===== src/rtl/pc_sequencer.sv =====
// Microcode address sequencer: next/jump/branch/call/return/wait/halt with a
// small hardware return-address stack and sticky stack-error reporting.
module pc_sequencer #(
  parameter int unsigned ADDR_W      = 8,
  parameter int unsigned STACK_DEPTH = 4
) (
  input  logic                               clk,
  input  logic                               rst,
  input  logic                               start,
  input  logic                               run,
  input  logic [2:0]                         op,
  input  logic [ADDR_W-1:0]                  target,
  input  logic                               zero,
  input  logic                               ext_ready,
  output logic [ADDR_W-1:0]                  addr,
  output logic                               fetch_valid,
  output logic                               halted,
  output logic                               stack_err,
  output logic [$clog2(STACK_DEPTH+1)-1:0]   sp
);

  localparam int unsigned SP_W  = $clog2(STACK_DEPTH + 1);
  localparam int unsigned IDX_W = (STACK_DEPTH > 1) ? $clog2(STACK_DEPTH) : 1;

  localparam logic [2:0] OP_NEXT = 3'd0;
  localparam logic [2:0] OP_JMP  = 3'd1;
  localparam logic [2:0] OP_JZ   = 3'd2;
  localparam logic [2:0] OP_JNZ  = 3'd3;
  localparam logic [2:0] OP_CALL = 3'd4;
  localparam logic [2:0] OP_RET  = 3'd5;
  localparam logic [2:0] OP_HALT = 3'd6;
  localparam logic [2:0] OP_WAIT = 3'd7;

  typedef enum logic [1:0] {
    S_IDLE = 2'd0,
    S_RUN  = 2'd1,
    S_HALT = 2'd2
  } state_t;

  state_t            state;
  logic [ADDR_W-1:0] stack [STACK_DEPTH];
  logic [ADDR_W-1:0] pc1;
  logic              stack_full;
  logic              stack_empty;
  logic              push;
  logic [IDX_W-1:0]  push_idx;
  logic [IDX_W-1:0]  pop_idx;

  assign pc1         = addr + ADDR_W'(1);
  assign fetch_valid = (state == S_RUN) && run;
  assign halted      = (state == S_HALT);
  assign stack_full  = (sp >= SP_W'(STACK_DEPTH));
  assign stack_empty = (sp == '0);
  assign push_idx    = IDX_W'(sp);
  assign pop_idx     = IDX_W'(sp - SP_W'(1));
  assign push        = !rst && !start && fetch_valid && (op == OP_CALL) && !stack_full;

  // Return-address storage; contents need no reset since sp gates every read.
  always_ff @(posedge clk) begin
    if (push) stack[push_idx] <= pc1;
  end

  // Sequencer state, address, stack pointer and sticky error.
  always_ff @(posedge clk) begin
    if (rst) begin
      state     <= S_IDLE;
      addr      <= '0;
      sp        <= '0;
      stack_err <= 1'b0;
    end else if (start) begin
      state     <= S_RUN;
      addr      <= '0;
      sp        <= '0;
      stack_err <= 1'b0;
    end else if (fetch_valid) begin
      case (op)
        OP_NEXT: addr <= pc1;
        OP_JMP:  addr <= target;
        OP_JZ:   addr <= zero ? target : pc1;
        OP_JNZ:  addr <= zero ? pc1 : target;
        OP_CALL: begin
          if (!stack_full) begin
            sp   <= sp + SP_W'(1);
            addr <= target;
          end else begin
            stack_err <= 1'b1;
            state     <= S_HALT;
          end
        end
        OP_RET: begin
          if (!stack_empty) begin
            sp   <= sp - SP_W'(1);
            addr <= stack[pop_idx];
          end else begin
            stack_err <= 1'b1;
            state     <= S_HALT;
          end
        end
        OP_HALT: state <= S_HALT;
        OP_WAIT: if (ext_ready) addr <= pc1;
      endcase
    end
  end

endmodule

===== config.mk =====
export PLATFORM = sky130hd
export DESIGN_NAME = pc_sequencer
export DESIGN_NICKNAME = d
export VERILOG_FILES = /design/src/rtl/pc_sequencer.sv
export SDC_FILE = /design/constraint.sdc
export NUM_CORES = 1
export LEC_CHECK = 0
export CELL_PAD_IN_SITES_DETAIL_PLACEMENT = 2
export CELL_PAD_IN_SITES_GLOBAL_PLACEMENT = 2
export CORE_MARGIN = 2
export CORE_UTILIZATION = 38
export CTS_CLUSTER_SIZE = 40
export DETAILED_ROUTE_END_ITERATION = 6
export DONT_BUFFER_PORTS = 1
export MAX_ROUTING_LAYER = met4
export PLACE_DENSITY = 0.86
export RECOVER_POWER = 50
export SYNTH_ARGS = -nofsm -noshare
export SYNTH_HDL_FRONTEND = slang
export SYNTH_SLANG_ARGS = --single-unit

===== constraint.sdc =====
create_clock -name clk -period 2.15 [get_ports clk]
set_input_delay 0.3225 -clock clk [delete_from_list [all_inputs] [get_ports clk]]
set_output_delay 0.3225 -clock clk [all_outputs]
set_load 0.005 [all_outputs]

======== Word level (Yosys, flattened, before mapping) ========
Memory sizes are Yosys's and may differ from the RTL's.
Index checks and enable logic that the tools add are counted.
storage, ports and cells
  memories kept ........................... 1
  flip-flop bits (word level) ............. 14
  logic and storage cells ................. 66
  output and inout port bits .............. 14
  bits of input ports ..................... 17
  RAM bits ................................ 32
operators by class
  reduce and logical (&&, ||, !) cells .... 21
  magnitude comparators ................... 1
  eq/ne operators ......................... 16
  mux-type cells .......................... 19
  add/subtract/negate cells ............... 3
memory list
  name   words  bits a word  rd ports  clocked after memory_dff  write ports  RTL line  text
  stack  4      8            1         0                         1            41        logic [ADDR_W-1:0] stack [STACK_DEPTH];
operator list
  kind                                                      number
  one-hot mux 8 bit (7 select lines)                        1
  2-to-1 mux 8 bit                                          5
  AND reduction 4 bit                                       4
  equality test 3 bit, second input constant                4
  inequality test 2 bit, second input constant              5
  adder 8 x 1 -> 8 bit, second input constant               1
  nonzero test 7 bit                                        1
  equality test 3 x 2 -> 1 bit, second input constant       2
  zero test 3 bit                                           2
  2-to-1 mux 1 bit                                          6
  2-to-1 mux 3 bit                                          2
  inequality test 3 bit, second input constant              2
  one-hot mux 2 bit (3 select lines)                        1
  one-hot mux 3 bit (2 select lines)                        1
  logical AND 1 bit                                         5
  AND reduction 5 bit                                       1
  2-to-1 mux 2 bit                                          2
  nonzero test 2 bit                                        2
  nonzero test 4 bit                                        1
  adder 3 x 1 -> 3 bit, second input constant               1
  equality test 3 x 1 -> 1 bit, second input constant       1
  greater-or-equal comparator 3 bit, second input constant  1
  zero test 1 bit                                           3
  nonzero test 3 bit                                        1
  5 further kinds                                           5

======== Longest topological paths before layout ========
  word-level depth ........................ 7
  mapped depth ............................ 9
  mapped depth without buffers ............ 7

======== Worst setup path before layout ========
OpenSTA, ideal clock, no wires.
  path kind ............................... register to register
  start ................................... reg sp[0]
  end ..................................... reg addr[5]
  required time ........................... 2.031 ns
  cell stages (with the launch flop) ...... 9
  buffers on the path ..................... 2
  clock period less this slack ............ 2.275 ns
  setup slack ............................. -0.125 ns
  arrival ................................. 2.156 ns
  setup time .............................. 0.119 ns
  path through ............................ dfxtp_1 > buf_2 > inv_1 > ha_1 > clkbuf_1 > mux4_2 > mux2i_1 > a22oi_1 > o221a_2
between the ends
  word-level cells in the longest chain between the ends .. 4
  elaborated cells between the ends (all ways) .. 9
  those cells by class .................... add/sub (1); order compare (1); eq/ne (2); mux (2); reduce/logical (2); memory (1)
RTL lines
  item                                RTL line  text
  start: declaration                  19        output logic [$clog2(STACK_DEPTH+1)-1:0] sp
  start signal: assignment            83        sp <= sp + SP_W'(1);
  start signal: assignment            92        sp <= sp - SP_W'(1);
  subtractor 3 x 1 -> 3 bit           -
  memory read (4 x 8 bit)             -
  2-to-1 mux 8 bit                    91        if (!stack_empty) begin
  one-hot mux 8 bit (7 select lines)  76        case (op)
  end signal: assignment              77        OP_NEXT: addr <= pc1;
  end signal: assignment              78        OP_JMP: addr <= target;
  end signal: assignment              93        addr <= stack[pop_idx];
  end: declaration                    15        output logic [ADDR_W-1:0] addr,
Several ways; a longest one is shown, not always the timed one. The select of a mux whose other input is x is not followed.
A chain may end at the register's enable or synchronous reset.

======== Final worst setup path ========
  start ................................... reg state[0]
  end ..................................... mem stack[3][3], enable pin
between the ends
  word-level cells in the longest chain between the ends .. 7
RTL lines
  item                                    RTL line  text
  start: declaration                      40        state_t state;
  start signal: assignment                66        state <= S_IDLE;
  start signal: assignment                71        state <= S_RUN;
  start signal: assignment                87        state <= S_HALT;
  equality test 2 x 1 -> 1 bit            50        assign fetch_valid = (state == S_RUN) && run;
  logical AND 1 bit                       50
  logical AND 1 bit (3 in series)         56        assign push = !rst && !start && fetch_valid && (op == OP_CALL) && !stack_full;
  2-to-1 mux 1 bit                        60        if (push) stack[push_idx] <= pc1;
  2-to-1 mux 1 bit (not written as such)  60
  end: declaration                        41
No other way between the ends.

==> out/qor.yml <==
die-height_um: 82.85
nNetsFinal: 221
cp-endpoint: "stack[3][3]"
routed_via_density: 6.077
wl_per_cell_um: 24.65
num_rows: 28
yosysTopAreaCellShare_pct: 40.68
synth_top_area_cell: "edfxtp_1"
grt_max_degree: 24
multi_input_area_mm2: 0.001026
fmax_mhz: 494.0
r2r-end: "stack[3][3]"
final.min_clock_period_ns: 2.024
slew_violations: 0
grt_pass1_wl_um: 10940
syn_area_per_cell_um2: 11.99
period_share_pct: 94.16
layout-drive-gt1-share_pct: 14.57
core_mm2: 0.005956
clock_latency_ns: 0.32
ys_warn_count: 0
synth_commonest_cells: "edfxtp_1, nand2_1, dfxtp_1, o21ai_0, nor2_1"
worstSetupStartpointType: "register"
required_ns: 2.11
worstMarginPinSlew_ns: 0.5399
die_area_mm2: 0.006863
clkSlewWorstSetupHoldPaths_ns: 0.09
gr-total-overflow: 0
hpwlAfterDp_um: 4878
r2r_start: "state[0]"
die_x_um: 82.85
finalSetupViolCount: 0
yosysSeqAreaShare_pct: 52.54
htreeDepth: 2
reg2reg_setup_slack_ns: 0.13
fin_cells: 274
detail_route.iter0.violations: 111
synth_most_common_cell: "edfxtp_1"
track_usage_pct: 21.16
regArea_mm2: 0.001241
root_buffer: "clkbuf_8"
wl_um: 6754
dp_cells: 266
power.density_mw_per_mm2: 686.7
fin_area_mm2: 0.002535
dr_total_vias: 1665
syn-cell-area_mm2: 0.002362
ir_drop_mv: 0.4514
async_reset_ff_share_pct: 0
final_hold_viol_count: 0
synth-seq-cells: 46
hold_ws_ns: 0.06777
synth.area.top_cells: "edfxtp_1, dfxtp_1, mux4_2, ha_1, o21ai_0"
setup_tns_ns: 0
leakage_nw: 0.8616
start_util_pct: 39.66
synthDistinctLibCells: 56
synthFlopType: "edfxtp_1"
status: "complete, no violations"
critPathCaptureType: "register"
cts.path.max_buffers: 2
slew_headroom_pct: 63.67
max-cap-violations: 0
io_pins: 31
areaGrowthSynthToFinish_pct: 7.309
hold_class: "in -> reg"
post_cts_buffers: 0
grt_pass1_vias: 1878
ant_nets: 0
cts_sinks: 46
synth_nets: 220
final_util_pct: 42.56
cp-startpoint: "state[0]"
gp_congestion: 0.7510
drc: 0
port_buffers: 0
path_max_fanout: 8
dr.pass1.iters: 5
hold_buffers: 0
dpl_cell_area_mm2: 0.002434
r2r_cells: 4
cts_tree: "yes"
cts_buffers: 5
num_antenna_cells: 0
skew_ns: 0.01298
crit_type: "reg -> reg"
synth_edf_count: 32
worstPathArrival_ns: 1.98
antenna_found_initial: 0
n_fill_cell: 615
synth_cells: 197
rsz0062_at_grt: "no"
layout by cell type, fill, tap and decap left out, types with 2 or more instances in the layout:
master,Yosys,routed
o221a_2,2,2
nand2_1,15,15
xor2_1,3,3
xnor2_1,6,6
and3b_1,2,2
a31oi_1,7,7
clkinvlp_4,0,2
or3_1,2,2
ha_1,6,5
nand3_1,4,4
edfxtp_1,32,32
a22o_1,3,3
a211oi_1,2,2
and2_1,4,4
nand2b_1,2,2
a222oi_1,2,2
a21oi_1,9,9
mux4_2,8,8
clkbuf_8,0,5
dfxtp_1,14,14
clkbuf_1,3,4
mux2i_1,2,2
o21ai_0,13,13
nor2_1,10,10
inv_1,8,8
buf_4,2,2
area by class of cell:
type	instances	area share (%)
Timing Repair Buffer	6	1.185
Sequential cell	46	48.96
Tap cell	75	3.702
Clock inverter	3	1.777
Inverter	8	1.185
Clock buffer	5	2.715
Multi-Input combinational cell	131	40.47
sequential cells by signal (all words and copies together) (netlist names):
signal,count
stack,32
addr,8
sp,3
state,2
stack_err,1
power by group:
| part | internal, mW | total [mW] | leakage [nW] | switching, mW |
|---|---|---|---|---|
| registers | 0.946 | 0.955 | 0.408 | 0.00929 |
| logic | 0.0506 | 0.126 | 0.403 | 0.0757 |
| clock network | 0.346 | 0.659 | 0.0504 | 0.314 |
| total | 1.34 | 1.74 | 0.862 | 0.398 |
metal layers:
layer | global-route usage [%] | routed length (um) | vias up
li1 | - | - | 750
met1 | 26.16 | 2865 | 863
met2 | 34.82 | 3442 | 43
met3 | 4.970 | 359 | 9
met4 | 6.110 | 86 | 0
met5 | - | 0 | -
critical path, stage by stage (launching register included):
cell and delay [ns]:
dfxtp_1 0.37, and3b_1 0.24, nand2_4 0.06, nor4_1 0.47
and2_1 0.52
what timing repair did:
item,4_1_cts,5_1_grt
setup endpoints to repair,0,2
gates resized for setup,0,1
hold endpoints to repair,0,0
worst min path at each step:
stage	start	end	cells after the start
6_report	rst	state[0]	1
5_1_grt	rst	state[0]	1
4_1_cts	rst	state[0]	1
3_5_place_dp	rst	state[0]	1
3_3_place_gp	rst	state[0]	1
2_1_floorplan	rst	state[0]	1
stage by stage:
step	power, mW	setup slack [ns]
after floorplan	1.078	0.02376
after detailed placement	1.101	0.09670
after global placement	1.093	0.2140
after CTS	1.751	0.08777
after global routing	1.791	0.03134
final	1.741	0.1257
cell families after synthesis:
logic type      Yosys count  synth area share, %
buf+inv                  20                4.131
flops                    46                52.54
mux                      11                8.951
compound gates           51                14.94
simple gates             54                12.92
fa+ha+maj                 6                3.178
xor+xnor                  9                3.337
Note: power is estimated with default switching activity, not from simulation.
